## src/rtl/spi_pkg.sv

```systemverilog
// Shared SPI definitions: FSM state encoding and default frame/timing constants.
// Used by both the SPI master and the SPI slave.
package spi_pkg;

  typedef enum logic [2:0] {
    IDLE,
    SETUP,
    HIGH,
    LOW,
    WAIT,
    GAP
  } spi_state_t;

  localparam int DEF_WIDTH   = 8;
  localparam int DEF_CLK_DIV = 2;
  localparam int DEF_CS_GAP  = 4;

endpackage

```

## src/rtl/spi_clk_gen.sv

```systemverilog
// Half-period timer for the SPI clock: strobes phase_end on the last clk cycle of
// each CLK_DIV-long phase. Restarts whenever the master changes state.
module spi_clk_gen import spi_pkg::*; #(
  parameter int CLK_DIV = DEF_CLK_DIV
) (
  input  logic clk,
  input  logic rst_n,
  input  logic clear,
  output logic phase_end
);

  localparam int CW = (CLK_DIV > 1) ? $clog2(CLK_DIV) : 1;
  localparam logic [CW-1:0] LAST = CW'(CLK_DIV - 1);

  logic [CW-1:0] cnt;

  always_ff @(posedge clk) begin
    if (!rst_n || clear) begin
      cnt <= '0;
    end else if (phase_end) begin
      cnt <= '0;
    end else begin
      cnt <= cnt + CW'(1);
    end
  end

  assign phase_end = (cnt == LAST);

endmodule

```

## src/rtl/spi_master.sv

```systemverilog
// SPI mode-0 master: shifts WIDTH-bit words MSB first, keeps cs_n low across a
// multi-word frame and enforces a minimum cs_n-high gap between frames.
module spi_master import spi_pkg::*; #(
  parameter int WIDTH   = DEF_WIDTH,
  parameter int CLK_DIV = DEF_CLK_DIV,
  parameter int CS_GAP  = DEF_CS_GAP
) (
  input  logic             clk,
  input  logic             rst_n,
  input  logic [WIDTH-1:0] tx_data,
  input  logic             tx_last,
  input  logic             tx_valid,
  output logic             tx_ready,
  output logic [WIDTH-1:0] rx_data,
  output logic             rx_valid,
  output logic             busy,
  output logic             sclk,
  output logic             cs_n,
  output logic             mosi,
  input  logic             miso
);

  localparam int BW = $clog2(WIDTH);
  localparam logic [BW-1:0] LAST_BIT = BW'(WIDTH - 1);
  localparam int GW = (CS_GAP > 1) ? $clog2(CS_GAP) : 1;
  localparam logic [GW-1:0] GAP_LAST = GW'(CS_GAP - 1);

  spi_state_t state, state_next;

  logic             phase_end;
  logic             state_change;
  logic             accept;
  logic             high_end;
  logic             word_done;
  logic             bit_last;
  logic             gap_done;
  logic             last_q;
  logic [BW-1:0]    bit_cnt;
  logic [GW-1:0]    gap_cnt;
  // Only the bits not yet on mosi are kept; the MSB goes straight to mosi on accept.
  logic [WIDTH-2:0] tx_shift;
  logic [WIDTH-1:0] tx_shift_wide;
  logic [WIDTH-2:0] rx_shift;
  logic [WIDTH-1:0] rx_shift_wide;

  assign accept        = tx_valid && tx_ready;
  assign bit_last      = (bit_cnt == LAST_BIT);
  assign gap_done      = (gap_cnt == GAP_LAST);
  assign high_end      = (state == HIGH) && phase_end;
  assign word_done     = high_end && bit_last;
  assign state_change  = (state_next != state);
  assign tx_shift_wide = {tx_shift, 1'b0};
  assign rx_shift_wide = {rx_shift, miso};

  spi_clk_gen #(.CLK_DIV(CLK_DIV)) u_clk_gen (
    .clk       (clk),
    .rst_n     (rst_n),
    .clear     (state_change),
    .phase_end (phase_end)
  );

  always_ff @(posedge clk) begin
    if (!rst_n) begin
      state <= IDLE;
    end else begin
      state <= state_next;
    end
  end

  always_comb begin
    state_next = state;
    case (state)
      IDLE, WAIT: if (accept) state_next = SETUP;
      SETUP:      if (phase_end) state_next = HIGH;
      HIGH: begin
        if (phase_end) begin
          if (!bit_last)   state_next = LOW;
          else if (last_q) state_next = GAP;
          else             state_next = WAIT;
        end
      end
      LOW:        if (phase_end) state_next = HIGH;
      GAP:        if (gap_done) state_next = IDLE;
      default:    state_next = IDLE;
    endcase
  end

  // Outputs are registered from the next state so they change on the same edge as the FSM.
  always_ff @(posedge clk) begin
    if (!rst_n) begin
      sclk     <= 1'b0;
      cs_n     <= 1'b1;
      mosi     <= 1'b0;
      tx_ready <= 1'b0;
      busy     <= 1'b0;
      rx_valid <= 1'b0;
      rx_data  <= '0;
      rx_shift <= '0;
      tx_shift <= '0;
      last_q   <= 1'b0;
      bit_cnt  <= '0;
      gap_cnt  <= '0;
    end else begin
      sclk     <= (state_next == HIGH);
      cs_n     <= (state_next == IDLE) || (state_next == GAP);
      tx_ready <= (state_next == IDLE) || (state_next == WAIT);
      busy     <= (state_next != IDLE);
      rx_valid <= word_done;

      if (accept) begin
        tx_shift <= tx_data[WIDTH-2:0];
        mosi     <= tx_data[WIDTH-1];
        last_q   <= tx_last;
        bit_cnt  <= '0;
      end else if (high_end) begin
        tx_shift <= tx_shift_wide[WIDTH-2:0];
        mosi     <= tx_shift_wide[WIDTH-1];
        rx_shift <= rx_shift_wide[WIDTH-2:0];
        if (!bit_last) bit_cnt <= bit_cnt + BW'(1);
      end

      if (word_done) rx_data <= rx_shift_wide;

      if ((state_next == IDLE) || (state_next == GAP)) mosi <= 1'b0;

      if ((state == GAP) && !gap_done) begin
        gap_cnt <= gap_cnt + GW'(1);
      end else if (state != GAP) begin
        gap_cnt <= '0;
      end
    end
  end

endmodule

```

## config.mk

```make
export PLATFORM = sky130hd
export DESIGN_NAME = spi_master
export DESIGN_NICKNAME = d
export VERILOG_FILES = /design/src/rtl/spi_pkg.sv /design/src/rtl/spi_clk_gen.sv /design/src/rtl/spi_master.sv
export SDC_FILE = /design/constraint.sdc
export NUM_CORES = 1
export LEC_CHECK = 0
export ABC_AREA = 1
export ABC_CLOCK_PERIOD_IN_PS = 3900
export CORE_MARGIN = 2
export CORE_UTILIZATION = 40
export CTS_BUF_LIST = sky130_fd_sc_hd__clkbuf_8
export DETAILED_ROUTE_END_ITERATION = 8
export DONT_BUFFER_PORTS = 1
export SLEW_MARGIN = 10
export SYNTH_ARGS = -nofsm -noshare
export SYNTH_HDL_FRONTEND = slang
export SYNTH_SLANG_ARGS = --single-unit
```

## constraint.sdc

```tcl
create_clock -name clk -period 3.9 [get_ports clk]
set_input_delay 0.78 -clock clk [delete_from_list [all_inputs] [get_ports clk]]
set_output_delay 0.78 -clock clk [all_outputs]
set_load 0.01 [all_outputs]
```

Yosys cells after proc, flatten, opt, wreduce, memory -nomap -nowiden
Index checks and enable logic that the tools add are counted.
{"block": "totals", "regBits": 38, "output_inout_bits": 14, "word_cells": 66}
{"block": "classes", "n_addsub": 3, "n_eq_ne": 12, "mux": 13, "n_bitwise": 3, "n_reduce_logical": 21}
{"operator": "3-bit equality test (second input constant)", "count": 5}
{"operator": "3-bit 2-to-1 mux", "count": 5}
{"operator": "7-bit 2-to-1 mux", "count": 2}
{"operator": "3-bit one-hot mux with 4 select lines", "count": 1}
{"operator": "2-bit OR reduction", "count": 5}
{"operator": "3-bit by 2-bit equality test with 1-bit output (second input constant)", "count": 3}
{"operator": "3-bit logical NOT", "count": 2}
{"operator": "1-bit logical AND", "count": 4}
{"operator": "2-bit 2-to-1 mux", "count": 2}
{"operator": "2-bit AND reduction", "count": 2}
{"operator": "2-bit nonzero test", "count": 2}
{"operator": "3-bit by 1-bit adder with 3-bit output (second input constant)", "count": 1}
{"operator": "3-bit by 1-bit equality test with 1-bit output (second input constant)", "count": 1}
{"operator": "1-bit logical OR", "count": 3}
{"operator": "1-bit 2-to-1 mux", "count": 3}
{"operator": "3-bit inequality test", "count": 1}
{"operator": "3-bit inequality test (second input constant)", "count": 1}
{"operator": "1-bit inverter", "count": 3}
{"operator": "3-bit nonzero test", "count": 1}
{"operator": "2-bit by 1-bit adder with 2-bit output (second input constant)", "count": 1}
{"operator": "2-bit equality test (second input constant)", "count": 1}
{"operator": "1-bit logical NOT", "count": 2}
{"operator": "1-bit adder (second input constant)", "count": 1}

Logic depth before layout (Yosys ltp)
Gate-level depths: netlist of the first run.
{"block": "logic_depth", "ltp_word": 7, "depth_mapped": 9, "mapped_depth_nobuf": 9}

Modules after synthesis
From an unflattened synthesis of the first run, not the netlist that was laid out.
{"block": "hier_totals", "hier_cells": 203, "area_unflattened_um2": 1545.2}
{"module": "spi_master", "n_inst": 1, "cells_each": 199, "area_each_um2": 1511.4, "seq_area_each_um2": 740.7}
{"module": "spi_clk_gen", "n_inst": 1, "cells_each": 4, "area_each_um2": 33.8, "seq_area_each_um2": 20.0}

Worst setup path after synthesis of the first run
No wires, ideal clock.
{"block": "synth_path", "path_type": "input-to-reg", "start": "in tx_valid", "end": "reg mosi", "setup_time_ps": 111, "t_arrival_ps": 1537, "path_slack_ps": 2252, "stages": 8, "n_path_buf": 0, "path_cell_list": "nand2_2 inv_2 nand2_1 nand3_1 nor2_1 nand3_1 nand3_1 nor2_1"}
{"block": "synth_between", "elab_chain_cells": 6}
{"element": "from (decl)", "line_no": "spi_master.sv:12", "rtl": "input logic tx_valid,"}
{"element": "1-bit logical AND *", "line_no": "spi_master.sv:46", "rtl": "assign accept = tx_valid && tx_ready;"}
{"element": "3-bit 2-to-1 mux", "line_no": "spi_master.sv:73", "rtl": "IDLE, WAIT: if (accept) state_next = SETUP;"}
{"element": "3-bit one-hot mux with 4 select lines", "line_no": "spi_master.sv:72", "rtl": "case (state)"}
{"element": "3-bit equality test or 3-bit logical NOT (tied branches)", "line_no": "spi_master.sv:124", "rtl": "if ((state_next == IDLE) || (state_next == GAP)) mosi <= 1'b0;"}
{"element": "1-bit logical OR", "line_no": "spi_master.sv:124"}
{"element": "2-bit OR reduction (no line)"}
{"element": "to (signal assigned)", "line_no": "spi_master.sv:112", "rtl": "mosi <= tx_data[WIDTH-1];"}
{"element": "to (signal assigned)", "line_no": "spi_master.sv:117", "rtl": "mosi <= tx_shift_wide[WIDTH-1];"}
{"element": "to (decl)", "line_no": "spi_master.sv:19", "rtl": "output logic mosi,"}
Every way passes the cells marked *; elsewhere a longest branch is shown, timed or not.
A chain may end at the register's enable or synchronous reset.

Final worst setup path of the first run
{"block": "layout_path", "start": "reg bit_cnt[0]", "end": "reg rx_data[5]"}
{"block": "layout_between", "elab_chain_cells": 2}
{"element": "from (decl)", "line_no": "spi_master.sv:38", "rtl": "logic [BW-1:0] bit_cnt;"}
{"element": "from (signal assigned)", "line_no": "spi_master.sv:119", "rtl": "if (!bit_last) bit_cnt <= bit_cnt + BW'(1);"}
{"element": "3-bit equality test", "line_no": "spi_master.sv:47", "rtl": "assign bit_last = (bit_cnt == LAST_BIT);"}
{"element": "1-bit logical AND", "line_no": "spi_master.sv:50", "rtl": "assign word_done = high_end && bit_last;"}
{"element": "to (signal assigned)", "line_no": "spi_master.sv:122", "rtl": "if (word_done) rx_data <= rx_shift_wide;"}
{"element": "to (decl)", "line_no": "spi_master.sv:14", "rtl": "output logic [WIDTH-1:0] rx_data,"}
Every way passes these cells.

==> run metrics, run 1 <==
Max-slew headroom=0.672; final period utilization=0.459; share of layout cells above drive strength 1=0.0971; clk slew on worst S/H paths=0.07 ns; crit path cell chain=ha_1 -> ha_1 -> nand2_1 -> nor2_4 -> clkinv_1 -> nor2_1 -> nor2_1; final instance area=0.00171 mm^2; Worst Path Arrival=1.97 ns; post-cts sizing count=0; Clock H-tree levels=2; global-route usage over all layers=0.167; status=completed; area share of the largest cell type after synthesis=0.488; Post-Syn Area=0.00156 mm^2; Area Growth Syn to Fin=9.30%; Worst-Margin Slew=0.489 ns; total iterations of the first detailed-routing run=4; CTS tree=yes; most frequent cells in the layout=nand2_1, dfxtp_1, nor2_1, a21oi_1; Root Buffer=clkbuf_8; worst-path fanout max=10; Netlist cell types=26; r2r setup slk=2.11 ns; core area=0.00372 mm^2; CTS Sinks=38; kind of critical path=reg2reg; RSZ-0062 raised after global routing=false; Worst Hold Class=reg2reg; register bit count reported by yosys=38; Residual DRC=0; reg2reg end=rx_data[5]$_SDFFE_PN0P_; Fin Hold WS=0.469 ns; Reg2Reg Depth=7; Port Buffers=0; hold-critical path depth=2; fmax=559 MHz; uppermost routed layer=met4; Setup violations, final=0; GPL Wtd Cong=0.804; io pins=27; n_diodes=0; Power per Cell Area=478 mW/mm^2; Area contributors post-synth=dfxtp_1, nand2_1, nor2_1, a21oi_1, o21ai_0; Worst VDD drop=221 uV; # hold bufs at CTS=0; CTS Buf Count=5; DIE AREA=0.00442 mm^2; Post-Route Utilization=0.459; die height=66.5 um; Setup Fix Bufs, Post-CTS=0; Post-Layout Cell Count=254; Synth area leader=dfxtp_1; Setup crit end kind=register; Crit path largest cell delay=0.35 ns; worst flop-to-flop path startpoint=bit_cnt[0]$_SDFFE_PP0P_; DP Area=0.00160 mm^2; Slew Viols, Final=0; Mapped Avg Cell Area=7.72 um^2; pin count of the biggest net entering global routing=20; ANT nets after route=0; Detailed Route WL=3.20 mm; Detailed Route Iter0 Violations=56; nets@finish=221; register area share after synthesis=0.488; Hold EP=gap_cnt[1]$_SDFFE_PN0P_; Leakage Power=0.754 nW; first-pass GRT wire length=5.53 mm; Die W=66.5 um; placement row count=22; setup total negative slack=0 ns; Synth Instances=202; Clock Tree Buf Depth=2; min Tclk post-route=1.79 ns; slowest CP cell=dfxtp_1; Final Hold Vio Count=0; Vias=1234; synth warn=0; wl on met1=1.57 mm; Hold Path Origin=gap_cnt[1]$_SDFFE_PN0P_; met2 WL=1.37 mm; Max Cap Viol=0; clk_lat worst skew=0.28 ns; Post-DP HPWL=2.21 mm; Congestion Overflow GR=0; met3 routed wirelength=211 um; dpl cells=246; via/cell ratio=4.86; Crit path required time=4.08 ns; Post-Syn Nets=218; Worst Skew=0.00654 ns; WL per Instance=12.6 um; vias in the first global route=1215; initial antenna violation count=0; Initial Util=0.420; Setup crit start kind=register; commonest non-fill, non-tap cell in the layout=nand2_1
-- sequential cells by signal, summed over array words and instances, names as in the netlist --
signal / count
busy: 1
tx_shift: 7
last_q: 1
tx_ready: 1
rx_data: 8
rx_shift: 7
bit_cnt: 3
rx_valid: 1
cs_n: 1
sclk: 1
gap_cnt: 2
u_clk_gen.phase_end: 1
mosi: 1
state: 3
-- cell usage after synthesis --
cell	n
a211oi_1	1
a21oi_1	13
a21oi_2	1
a31oi_1	3
buf_2	1
buf_6	1
clkbuf_1	2
clkinv_1	3
dfxtp_1	38
ha_1	3
inv_1	11
inv_2	3
nand2_1	48
nand2_2	2
nand3_1	8
nand3_4	1
nand4_1	2
nor2_1	37
nor2_4	3
nor2_8	1
nor3_1	4
o211a_1	2
o211ai_2	1
o21ai_0	11
o21ai_1	1
or2_0	1
-- where the power goes --
part | switching [mW] | total, mW | leakage, nW | internal [mW]
clock network | 0.136 | 0.324 | 0.0579 | 0.188
registers | 0.0145 | 0.421 | 0.308 | 0.406
logic | 0.0473 | 0.0696 | 0.388 | 0.0223
total | 0.198 | 0.815 | 0.754 | 0.617
-- layout make-up --
cell class / count / area (um^2)
Fill cell: 378 / 2010
Clock buffer: 5 / 68.8
Multi-Input combinational cell: 143 / 712
Tap cell: 48 / 60.1
Sequential cell: 38 / 761
Clock inverter: 3 / 40.0
Inverter: 17 / 63.8
-- cells by family after synthesis --
group | synth area share
AND/OR/NAND/NOR | 0.309
flip-flops | 0.488
AO/OA/AOI/OAI | 0.123
buffers and inverters | 0.0561
adder cells (fa/ha/maj) | 0.0241
-- critical path, delay by kind of cell, from the launching register on --
family                   cells  cell delay, ns
adder cells (fa/ha/maj)      2            0.39
buffers and inverters        1            0.31
flip-flops                   1            0.35
AND/OR/NAND/NOR              4            0.64
-- routing by layer --
metal | GRT usage | up-vias
met3 | 0.0541 | 5
met4 | 0.0689 | 0
met5 | 0 | -
met2 | 0.256 | 30
li1 | - | 657
met1 | 0.215 | 542
-- how the worst max path moves through the flow --
stage / startpoint / cells after the start / to
2_1_floorplan: tx_valid / 8 / mosi$_SDFFE_PP0P_
3_3_place_gp: tx_valid / 8 / mosi$_SDFFE_PP0P_
3_5_place_dp: tx_valid / 8 / mosi$_SDFFE_PP0P_
4_1_cts: bit_cnt[0]$_SDFFE_PP0P_ / 7 / rx_data[5]$_SDFFE_PN0P_
5_1_grt: bit_cnt[0]$_SDFFE_PP0P_ / 7 / rx_data[0]$_SDFFE_PN0P_
6_report: bit_cnt[0]$_SDFFE_PP0P_ / 7 / rx_data[5]$_SDFFE_PN0P_
-- through the flow --
stage	setup WS [ns]	power, mW
after CTS	2.11	0.822
after global routing	1.95	0.854
final	2.11	0.815
after global placement	1.98	0.499
after detailed placement	1.99	0.499
after floorplan	2.25	0.486
No activity file was read; power rests on OpenSTA's default activity.
==> run 2: changes to the inputs <==
--- a/config.mk
+++ b/config.mk
@@ -6,7 +6,7 @@
 export NUM_CORES = 1
 export LEC_CHECK = 0
 export ABC_AREA = 1
-export ABC_CLOCK_PERIOD_IN_PS = 3900
+export ABC_CLOCK_PERIOD_IN_PS = 1800
 export CORE_MARGIN = 2
 export CORE_UTILIZATION = 40
 export CTS_BUF_LIST = sky130_fd_sc_hd__clkbuf_8
==> constraint.sdc (replaced) <==
create_clock -name clk -period 1.8 [get_ports clk]
set_input_delay 0.36 -clock clk [delete_from_list [all_inputs] [get_ports clk]]
set_output_delay 0.36 -clock clk [all_outputs]
set_load 0.01 [all_outputs]
==> run 2 against run 1 <==
  * Clock power rose by 85%
  * Clock skew hardly changed
  * Setup slack lost 1.9 ns
  * Worst hold slack lost 0.30 ns
  * Critical path type unchanged
  * Critical endpoint is now mosi$_SDFFE_PP0P_
  * Largest power group unchanged
==> run metrics, run 2 (synthesis gave the netlist of run 1 again) <==
status=completed (unchanged); Clock H-tree levels=2 (unchanged); via/cell ratio=4.85 (was 4.86); io pins=27 (unchanged); setup total negative slack=0 ns (unchanged); Detailed Route Iter0 Violations=62 (was 56); crit path cell chain=ha_1 -> ha_1 -> nand2_1 -> nor2_4 -> buf_4 -> nor2_4 -> inv_1 -> nand2_1 -> nand3_1 -> nor2_1 (was ha_1 -> ha_1 -> nand2_1 -> nor2_4 -> clkinv_1 -> nor2_1 -> nor2_1); Fill cells=374 (was 378); Post-DP HPWL=2.19 mm (was 2.21 mm); CTS tree=yes (unchanged); Setup crit start kind=register (unchanged); initial antenna violation count=0 (unchanged); dpl cells=250 (was 246); post-cts sizing count=0 (unchanged); clk_lat worst skew=0.29 ns (was 0.28 ns); Crit path largest cell delay=0.33 ns (was 0.35 ns); Max-slew headroom=0.779 (was 0.672); Post-Layout Cell Count=258 (was 254); RSZ-0062 raised after global routing=false (unchanged); top flop regs=rx_data x8, rx_shift x7, tx_shift x7 (unchanged); Worst-Margin Slew=0.330 ns (was 0.489 ns); placement row count=22 (unchanged); nets@finish=225 (was 221); kind of critical path=reg2reg (unchanged); Port Buffers=0 (unchanged); core area=0.00372 mm^2 (unchanged); total iterations of the first detailed-routing run=4 (unchanged); ANT nets after route=0 (unchanged); most frequent cells in the layout=nand2_1, dfxtp_1, nor2_1, a21oi_1, inv_1 (was nand2_1, dfxtp_1, nor2_1, a21oi_1); min Tclk post-route=1.60 ns (was 1.79 ns); Max Cap Viol=0 (unchanged); worst-path fanout max=9 (was 10); clk slew on worst S/H paths=0.07 ns (about the same); vias in the first global route=1140 (was 1215); Final Hold Vio Count=0 (unchanged); CTS Buf Count=5 (unchanged); max reg flops=8 (unchanged); DIE AREA=0.00442 mm^2 (unchanged); die height=66.5 um (unchanged); Residual DRC=0 (unchanged); CTS Sinks=38 (unchanged); Slew Viols, Final=0 (unchanged); pin count of the biggest net entering global routing=20 (unchanged); WL per Instance=12.2 um (was 12.6 um); Crit path required time=2.03 ns (was 4.08 ns); Root Buffer=clkbuf_8 (unchanged); Congestion Overflow GR=0 (unchanged); commonest non-fill, non-tap cell in the layout=nand2_1 (unchanged); Clock Tree Buf Depth=2 (unchanged); worst flop-to-flop path startpoint=bit_cnt[0]$_SDFFE_PP0P_ (unchanged); global-route usage over all layers=0.161 (was 0.167); Worst Skew=0.00607 ns (was 0.00654 ns); fmax=627 MHz (was 559 MHz); Top delay family on crit path=simple AND/OR/NAND/NOR gates (unchanged); n_diodes=0 (unchanged); Worst Hold Class=in2reg (was reg2reg); final period utilization=0.887 (was 0.459); Worst Path Arrival=1.83 ns (was 1.97 ns); first-pass GRT wire length=5.29 mm (was 5.53 mm); Vias=1252 (was 1234); Setup crit end kind=register (unchanged); CP Buf/Inv Count=2 (was 1); Setup Fix Bufs, Post-CTS=0 (unchanged); Hold Path Origin=rst_n (was gap_cnt[1]$_SDFFE_PN0P_); slowest CP cell=dfxtp_1 (unchanged); share of layout cells above drive strength 1=0.110 (was 0.0971); Largest Register=rx_data (unchanged); Detailed Route WL=3.15 mm (was 3.20 mm); CP startpoint=bit_cnt[0]$_SDFFE_PP0P_ (unchanged); Initial Util=0.420 (unchanged); Leakage Power=0.767 nW (was 0.754 nW); Setup violations, final=0 (unchanged); # hold bufs at CTS=0 (unchanged); Power per Cell Area=970 mW/mm^2 (was 478 mW/mm^2); Die W=66.5 um (unchanged); Worst VDD drop=582 uV (was 221 uV); Area Growth Syn to Fin=10.1% (was 9.30%); GPL Wtd Cong=0.766 (was 0.804)
[run 2: changes by cell type in the layout (fill, tap and decap cells not counted), sizes merged]
cell / previous run / this run
buf: 0 / 4
clkinv: 5 / 4
inv: 14 / 15
clkbuf: 5 / 6
bufinv: 1 / 0
[run 2: layout make-up]
class,instances,area (um^2),share of cell area
Clock buffer,6,82.6,0.0481
Clock inverter,2,8.76,0.00510
Inverter,17,63.8,0.0371
Multi-Input combinational cell,143,712,0.414
Sequential cell,38,761,0.443
Tap cell,48,60.1,0.0350
Timing Repair Buffer,4,30.0,0.0175
[run 2: worst paths after layout]
| kind | end | slack [ns] | depth (start not counted) |
|---|---|---|---|
| setup / recovery | mosi$_SDFFE_PP0P_ | 0.20 | 10 |
| hold reg to reg | gap_cnt[1]$_SDFFE_PN0P_ | 0.46 | 2 |
| setup reg to reg | mosi$_SDFFE_PP0P_ | 0.20 | 10 |
| hold / removal | state[2]$_SDFF_PN0_ | 0.17 | 2 |
[run 2: power by group]
part | internal, mW | total [mW] | switching, mW
logic | 0.0532 | 0.156 | 0.103
clock network | 0.303 | 0.599 | 0.296
registers | 0.880 | 0.911 | 0.0310
[run 2: per-stage QoR]
step	instance area (um^2)	setup WS [ns]	hold WS [ns]	util	power (mW)
floorplan	1560	0.370	0.439	-	1.05
global placement	1630	0.306	0.452	0.438	1.09
detailed placement	1630	0.199	0.459	0.438	1.09
CTS	1720	0.195	0.165	0.462	1.68
global route	1720	0.0971	0.176	0.462	1.74
finish	1720	0.204	0.170	0.462	1.67
[run 2: per-layer routing]
layer	vias to the layer above	global-route usage	wire (um)
li1	675	-	-
met1	544	0.207	1600
met2	26	0.240	1260
met3	7	0.0507	218
met4	0	0.0842	72
met5	-	0	0
